### src/rtl/mem_stage.sv
// -----------------------------------------------------------------------------
// mem_stage : Y86 memory stage
//
// Takes one execute bundle at a time, performs the data-memory access it needs
// over a req/gnt/rvalid bus, and presents the writeback bundle under a
// valid/ready handshake. Back-pressure is applied upstream (in_ready) while a
// bundle is in flight, and is honoured downstream (out_ready).
//
// Parameters
//   DW       data / address width
//   TIMEOUT  cycles allowed in REQ or RD_WAIT before an ADR error (0 = never)
//
// Ports
//   clk, rst                    clock (rising edge), async active-low reset
//   in_valid / in_ready         execute-side handshake
//   icode_i, ifun_i             instruction and function codes
//   valE_i, valA_i, valP_i      ALU result/address, store data/pop addr, ret addr
//   dstE_i, dstM_i, cnd_i       register destinations, condition flag
//   mem_req/we/addr/wdata       bus request side (held until mem_gnt)
//   mem_gnt, mem_rvalid, mem_rdata  bus response side
//   out_valid / out_ready       writeback-side handshake
//   valE_o, valM_o, dstE_o, dstM_o, stat_o   writeback bundle
//
// Optional build macro
//   MEM_ALIGN_CHECK_EN : a misaligned access address (addr[1:0] != 0) is
//                        rejected at capture with stat = ADR and no bus cycle.
// -----------------------------------------------------------------------------
module mem_stage #(
    parameter int DW      = 32,
    parameter int TIMEOUT = 255
) (
    input  logic          clk,
    input  logic          rst,
    input  logic          in_valid,
    output logic          in_ready,
    input  logic [7:0]    icode_i,
    input  logic [7:0]    ifun_i,
    input  logic [DW-1:0] valE_i,
    input  logic [DW-1:0] valA_i,
    input  logic [DW-1:0] valP_i,
    input  logic [7:0]    dstE_i,
    input  logic [7:0]    dstM_i,
    input  logic          cnd_i,
    output logic          mem_req,
    output logic          mem_we,
    output logic [DW-1:0] mem_addr,
    output logic [DW-1:0] mem_wdata,
    input  logic          mem_gnt,
    input  logic          mem_rvalid,
    input  logic [DW-1:0] mem_rdata,
    output logic          out_valid,
    input  logic          out_ready,
    output logic [DW-1:0] valE_o,
    output logic [DW-1:0] valM_o,
    output logic [7:0]    dstE_o,
    output logic [7:0]    dstM_o,
    output logic [2:0]    stat_o
);

    localparam logic [2:0] STAT_AOK = 3'd1;
    localparam logic [2:0] STAT_ADR = 3'd3;
    localparam logic [2:0] STAT_INS = 3'd4;
    localparam logic [7:0] REG_NONE = 8'hF;
    localparam int         CW       = (TIMEOUT > 1) ? $clog2(TIMEOUT + 1) : 1;

    typedef enum logic [1:0] {
        IDLE,
        REQ,
        RD_WAIT,
        DONE
    } state_t;

    state_t        state, state_nxt;
    logic [CW-1:0] tmo_cnt;

    logic          capture;
    logic          acc_rd, acc_wr, addr_from_a, data_from_p, bad_ins, misalign;
    logic [DW-1:0] cap_addr, cap_wdata;
    logic          tmo_hit, rd_done, timed_out;

    // Function code does not affect the memory access.
    logic          unused_ifun;
    assign unused_ifun = ^ifun_i;

    assign in_ready  = (state == IDLE);
    assign out_valid = (state == DONE);
    assign mem_req   = (state == REQ);
    assign capture   = in_valid & in_ready;

    // Access-type decode of the incoming bundle; only used at capture.
    always_comb begin
        acc_rd      = 1'b0;
        acc_wr      = 1'b0;
        addr_from_a = 1'b0;
        data_from_p = 1'b0;
        bad_ins     = 1'b0;
        case (icode_i)
            8'h5:       acc_rd = 1'b1;
            8'h9, 8'hB: begin
                acc_rd      = 1'b1;
                addr_from_a = 1'b1;
            end
            8'h4, 8'hA: acc_wr = 1'b1;
            8'h8:       begin
                acc_wr      = 1'b1;
                data_from_p = 1'b1;
            end
            default:    bad_ins = (icode_i > 8'hB);
        endcase
        cap_addr  = addr_from_a ? valA_i : valE_i;
        cap_wdata = data_from_p ? valP_i : valA_i;
`ifdef MEM_ALIGN_CHECK_EN
        misalign  = (acc_rd | acc_wr) && (cap_addr[1:0] != 2'b00);
`else
        misalign  = 1'b0;
`endif
    end

    // Counter holds the number of cycles already spent in the current wait state.
    assign tmo_hit = (TIMEOUT != 0) && (tmo_cnt == CW'(TIMEOUT - 1));

    // Next-state logic; a bus response in the last allowed cycle wins over the timeout.
    always_comb begin
        state_nxt = state;
        rd_done   = 1'b0;
        timed_out = 1'b0;
        case (state)
            IDLE: begin
                if (capture) begin
                    if (bad_ins || misalign || !(acc_rd || acc_wr))
                        state_nxt = DONE;
                    else
                        state_nxt = REQ;
                end
            end
            REQ: begin
                if (mem_gnt) begin
                    state_nxt = mem_we ? DONE : RD_WAIT;
                end else if (tmo_hit) begin
                    state_nxt = DONE;
                    timed_out = 1'b1;
                end
            end
            RD_WAIT: begin
                if (mem_rvalid) begin
                    state_nxt = DONE;
                    rd_done   = 1'b1;
                end else if (tmo_hit) begin
                    state_nxt = DONE;
                    timed_out = 1'b1;
                end
            end
            DONE: begin
                if (out_ready)
                    state_nxt = IDLE;
            end
            default: state_nxt = IDLE;
        endcase
    end

    always_ff @(posedge clk or negedge rst) begin
        if (!rst) begin
            state   <= IDLE;
            tmo_cnt <= '0;
        end else begin
            state <= state_nxt;
            if (state_nxt != state)
                tmo_cnt <= '0;
            else if (state == REQ || state == RD_WAIT)
                tmo_cnt <= tmo_cnt + CW'(1);
        end
    end

    // Bundle and bus registers. An error status set at capture or by timeout is
    // never overwritten until the next capture.
    always_ff @(posedge clk or negedge rst) begin
        if (!rst) begin
            valE_o    <= '0;
            valM_o    <= '0;
            dstE_o    <= REG_NONE;
            dstM_o    <= REG_NONE;
            stat_o    <= STAT_AOK;
            mem_we    <= 1'b0;
            mem_addr  <= '0;
            mem_wdata <= '0;
        end else begin
            if (capture) begin
                valE_o    <= valE_i;
                valM_o    <= '0;
                dstE_o    <= (icode_i == 8'h2 && !cnd_i) ? REG_NONE : dstE_i;
                dstM_o    <= dstM_i;
                stat_o    <= bad_ins ? STAT_INS : (misalign ? STAT_ADR : STAT_AOK);
                mem_we    <= acc_wr;
                mem_addr  <= cap_addr;
                mem_wdata <= cap_wdata;
            end
            if (rd_done)
                valM_o <= mem_rdata;
            if (timed_out) begin
                stat_o <= STAT_ADR;
                valM_o <= '0;
            end
        end
    end

endmodule

### config.mk
export PLATFORM = sky130hd
export DESIGN_NAME = mem_stage
export DESIGN_NICKNAME = d
export VERILOG_FILES = /design/src/rtl/mem_stage.sv
export SDC_FILE = /design/constraint.sdc
export NUM_CORES = 1
export LEC_CHECK = 0
export ABC_AREA = 0
export CORE_ASPECT_RATIO = 0.8
export CORE_MARGIN = 2
export CORE_UTILIZATION = 37
export DETAILED_ROUTE_END_ITERATION = 8
export PLACE_DENSITY_LB_ADDON = 0.08
export SETUP_SLACK_MARGIN = 0.5
export SLEW_MARGIN = 10
export SYNTH_ARGS = -nofsm -noshare
export SYNTH_HDL_FRONTEND = slang
export SYNTH_SLANG_ARGS = --single-unit
### constraint.sdc
create_clock -name clk -period 2.1 [get_ports clk]
set_clock_uncertainty 0.2 [all_clocks]
set_input_delay 0.525 -clock clk [delete_from_list [all_inputs] [get_ports clk]]
set_output_delay 0.525 -clock clk [all_outputs]
set_load 0.02 [all_outputs]
Word-level counts from Yosys, hierarchy flattened --
Index checks and enable logic that the tools add are counted.
Word-level totals: register bits after elaboration 158, bits in latches 0, RAM bits 0, memory bits (read-only) 0, input bits 167, output and inout bits 151, word-level logic and storage cells 69, memories kept 0
Cells by class: $add $sub $neg 1, multiply operators 0, divide/modulo/power cells 0, $lt $le $gt $ge 1, equal/unequal tests 12, shift-type cells 0, mux-type cells 30, bitwise logic cells 1, reductions and logical operators 14
Operators by type and width (count):
- $mux 32 | 5
- $eq 8x4->1 const B | 4
- $mux 8 | 3
- $eq 8x3->1 const B | 2
- $mux 2 | 6
- $mux 1 | 11
- $mux 3 | 3
- $add 8x1->8 const B | 1
- $eq 8x2->1 const B | 1
- $eq 8x8->1 const B | 1
- $gt 8x4->1 const B | 1
- $pmux 2 s4 | 1
- $reduce_or 3->1 | 2
- $reduce_or 6->1 | 1
- $eq 2x2->1 const B | 2
- $reduce_bool 2->1 | 2
- $logic_or 1x1->1 | 3
- $reduce_bool 3->1 | 1
- $eq 2x1->1 const B | 1
- $logic_not 1->1 | 2
- $logic_not 2->1 | 1
- $ne 2x2->1 | 1
- $pmux 1 s2 | 1
- $reduce_or 2->1 | 1
- other kinds (2) | 2

Logic depth before layout (Yosys ltp) --
Gate-level depths: netlist (run 1).
word-level depth 11, mapped depth 8, mapped depth without buffers 7

Least setup slack after synthesis (run 1) --
Ideal clock, no wire load.
path kind reg2reg, from reg state[1], to reg tmo_cnt[1], setup time 0.086 ns, arrival time 1.995 ns, data required time 1.814 ns, setup slack -0.181 ns, stages on the path, launching flop included 8, path buffers 0, period minus slack after synthesis 2.281 ns, path through dfrtp_1 > inv_1 > ha_1 > and2b_1 > nor2_1 > a221oi_1 > o211ai_1 > nor3_1
Between the ends: cells in the longest elaborated chain, start to end 6, elaborated cells on any way between the ends 15, classes of those cells eq/ne (4); mux (7); bitwise (1); reduce/logical (3)
RTL lines:
- start: declaration | line 73 | state_t state, state_nxt;
- start signal: assignment | line 166 | state <= state_nxt;
- $logic_not 2->1 (*) | line 85 | assign in_ready = (state == IDLE);
- via in_ready | line 35 | output logic in_ready,
- $and 1x1->1 | line 88 | assign capture = in_valid & in_ready;
- $mux 2 | line 129 | if (capture) begin
- $pmux 2 s4 (*) | line 127 | case (state)
- $ne 2x2->1 (*) | line 167 | if (state_nxt != state)
- $mux 8 or $reduce_bool 2->1 (tied branches)
- end signal: assignment | line 170 | tmo_cnt <= tmo_cnt + CW'(1);
- end: declaration | line 74 | logic [CW-1:0] tmo_cnt;
Mark *: on every way through the listed nets, which the timed path passes. The rest lies on a longest branch. A chain may end at the register's enable or synchronous reset.

Final worst setup path (run 1) --
from reg state[1], to reg tmo_cnt[1]
Between the ends: cells in the longest elaborated chain, start to end 6, elaborated cells on any way between the ends 15, classes of those cells eq/ne (4); mux (7); bitwise (1); reduce/logical (3)
RTL lines (line):
- $logic_not 2->1 | 85, 127
- $and 1x1->1 | 88
- $mux 2 | 129
- $pmux 2 s4 | 127
- $ne 2x2->1 | 167
- $mux 8 or $reduce_bool 2->1 (tied branches)
Parallel ways exist; a longest one is shown, timed or not.

==> key figures, run 1 <==
Power
  – Cell Pwr Density: 1491 nW/um2
  – Leak: 6.727 nW
  – Peak VDD IR: 822.8 uV
  – Total power draw: 0.02020 W

Die
  – Core area: 18000 um2
  – Placement Rows: 44
  – Die width: 154.8 um
  – IO Count: 318
  – Die area: 19300 um2
  – Die Span Y: 124.7 um
  – Initial Util: 37.40%

Critical path
  – Required time worst endpoint: 2.22 ns
  – Max FO, Critical Path: 8
  – Crit end category: flip-flop
  – CP Launch Type: flip-flop
  – Critical path type: flip-flop to flip-flop
  – WP data arrival: 2.32 ns

Global routing
  – Vias in the first global route: 6773
  – GR Overflow Total: 0
  – GRT Util Overall: 24.86%
  – Initial antenna violation count: 1
  – Pin count of the biggest net entering global routing: 66
  – Global-route wire length before repair: 37.09 mm

Synthesis
  – Unique masters post-synth: 43
  – Most used flip-flop cell after synthesis: dfrtp_1
  – Async SR Flop Fraction: 100.0%
  – Syn. warnings: 0
  – Syn Nets: 814
  – Register area share after synthesis: 58.89%
  – Avg Cell Area, Syn: 10.50 um2
  – Post-synth EDFFs: 0
  – Mapped Area: 6733 um2
  – Post-synthesis sequential element count: 158
  – Cells after Synth: 641

Detailed routing
  – Antenna viol nets, final: 0
  – Routed wl met2: 13.39 mm
  – M1 wire length: 11.28 mm
  – # DRC: 0
  – Via/cell ratio: 5.080
  – Met3 Wirelength: 2.045 mm
  – Drt wl/cell: 20.17 um
  – TritonRoute pass-1 iters: 5
  – Final WL: 27.58 mm
  – DR top layer: met4
  – First DRT Iteration DRCs: 373
  – Routed via count: 6945

Timing
  – Final Max Slew Viols: 0
  – Slew headroom: 77.03%
  – Tcrit/Tclk final: 104.8%
  – Final worst slack: -0.1005 ns
  – Final Hold Viols: 0
  – Worst-Margin Slew: 0.3425 ns
  – Endpoints failing setup: 4
  – Unrepaired setup endpoints after global routing: true
  – Max Clk Rate: 0.4544 GHz
  – Final worst path period need: 2.200 ns

Place
  – Placed Area: 10520 um2
  – Placer Congestion: 0.8712
  – Dpl ws: -0.7822 ns
  – IO Port Bufs: 309
  – Dpl cells: 1188
  – Detail Placement HPWL: 15.38 mm

Clock network
  – Clock buffer depth: 2
  – CTS tree: yes
  – Clk Tree Root Cell: clkbuf_16
  – H-Tree Level Count: 4
  – Worst-Skew Late Latency: 0.42 ns
  – Worst-path clk slew: 0.07 ns
  – Num CTS Buffers: 17
  – Clock Sinks: 158

Finish
  – Most common cell after layout, fill and taps aside: buf_6
  – Final Instance Area: 13550 um2
  – Synthesis-to-layout area growth: 101.2%
  – # nets final: 1296
  – Non-filler instance count after layout: 1367
  – Share of post-route cells with drive strength above 1: 43.75%
  – Commonest non-fill, non-tap cells in the layout: buf_6 (179), clkdlybuf4s50_1 (153), dfrtp_1 (147)

Min path
  – Min-delay worst type: flip-flop to flip-flop

Status
  – Status: finished, violations left
  – Failing checks: negative setup slack

Run
  – Max cap viols: 0
[layout make-up]
cell class	instances	area, um2
multi-input combinational	443	3172
tap	230	287.8
fill	1171	4457
inverter	5	23.77
clock buffer	18	439.2
clock inverter	14	146.4
sequential	158	3968
timing repair buffer	498	5507
antenna	1	2.502
[per-stage QoR]
step,hold slack (ns),util [%],setup TNS [ns]
after CTS,0.2645,66.42,0
final,0.2729,75.24,-0.1635
after global placement,0.2367,58.42,-57.99
after detailed placement,0.2406,58.42,-63.43
after global routing,0.3003,75.24,-0.6937
after floorplan,0.02941,-,-0.2553
[where the power goes]
part / total (W) / internal, W / switching [W]
combinational: 0.0115 / 0.00623 / 0.00531
clock: 0.00312 / 0.00171 / 0.00141
sequential: 0.00555 / 0.00447 / 0.00108
total: 0.0202 / 0.0124 / 0.00779
[what timing repair did]
action,4_1_cts,5_1_grt
setup buffers,49,63
resized for setup,792,372
hold buffers,1,0
pin swaps,22,72
hold endpoints to repair,28,0
setup endpoints to repair,308,309
cloned,9,24
[cells in the mapped netlist (4+ instances only)]
cell type | count | area, um2
buf_2 | 7 | 35.03
o22a_1 | 4 | 35.03
inv_1 | 5 | 18.77
buf_1 | 8 | 30.03
nor3_1 | 8 | 40.04
o21ai_0 | 56 | 280.3
clkbuf_1 | 22 | 82.58
mux2i_1 | 64 | 640.6
dfrtp_1 | 149 | 3729
ha_1 | 6 | 75.07
xnor2_1 | 5 | 43.79
dfstp_2 | 9 | 236.5
o21ai_1 | 10 | 50.05
nand2_1 | 200 | 750.7
nor2_1 | 11 | 41.29
a22o_1 | 36 | 315.3
[state kept, by name (all words and copies together) (netlist names), 2 cells and up]
register	cells
stat_o	3
mem_addr	32
dstE_o	8
valE_o	32
valM_o	32
state	2
mem_wdata	32
tmo_cnt	8
dstM_o	8
[per-layer routing]
layer	track usage, %	vias up
li1	-	3183
met3	7.655	57
met5	0	-
met4	9.205	0
met1	31.42	3401
met2	40.28	304
[critical path, cell delays in order (launching register included)]
cell      delay [ns]
dfrtp_2         0.44
inv_4           0.07
ha_4            0.18
buf_4           0.14
nand3b_1        0.20
a221oi_2        0.33
buf_4           0.22
o211ai_1        0.11
nor3_1          0.21
[kinds of logic after synthesis]
group | share of synthesized area, %
xor+xnor | 0.9106
compound gates | 11.88
flops | 58.89
buf+inv | 2.472
fa+ha+maj | 1.115
simple gates | 15.22
mux | 9.515
[worst paths after layout]
check	startpoint	to	slack, ns	depth (start not counted)
setup reg to reg	state[1]	tmo_cnt[1]	-0.10	8
hold reg to reg	dstM_o[1]	dstM_o[1]	0.27	2
hold / removal	dstM_o[1]	dstM_o[1]	0.27	2
setup / recovery	state[1]	tmo_cnt[1]	-0.10	8
max in group asynchronous	rst	mem_addr[2]	0.70	3
min in group asynchronous	rst	valM_o[23]	0.35	2
(Power assumes the default switching activity.)
==> run 2, diff against run 1 <==
--- a/config.mk
+++ b/config.mk
@@ -5,7 +5,6 @@
 export SDC_FILE = /design/constraint.sdc
 export NUM_CORES = 1
 export LEC_CHECK = 0
-export ABC_AREA = 0
 export CORE_ASPECT_RATIO = 0.8
 export CORE_MARGIN = 2
 export CORE_UTILIZATION = 37
==> results of run 2 <==
Same layout as run 1: the final DEF is identical, and so are final timing and power.
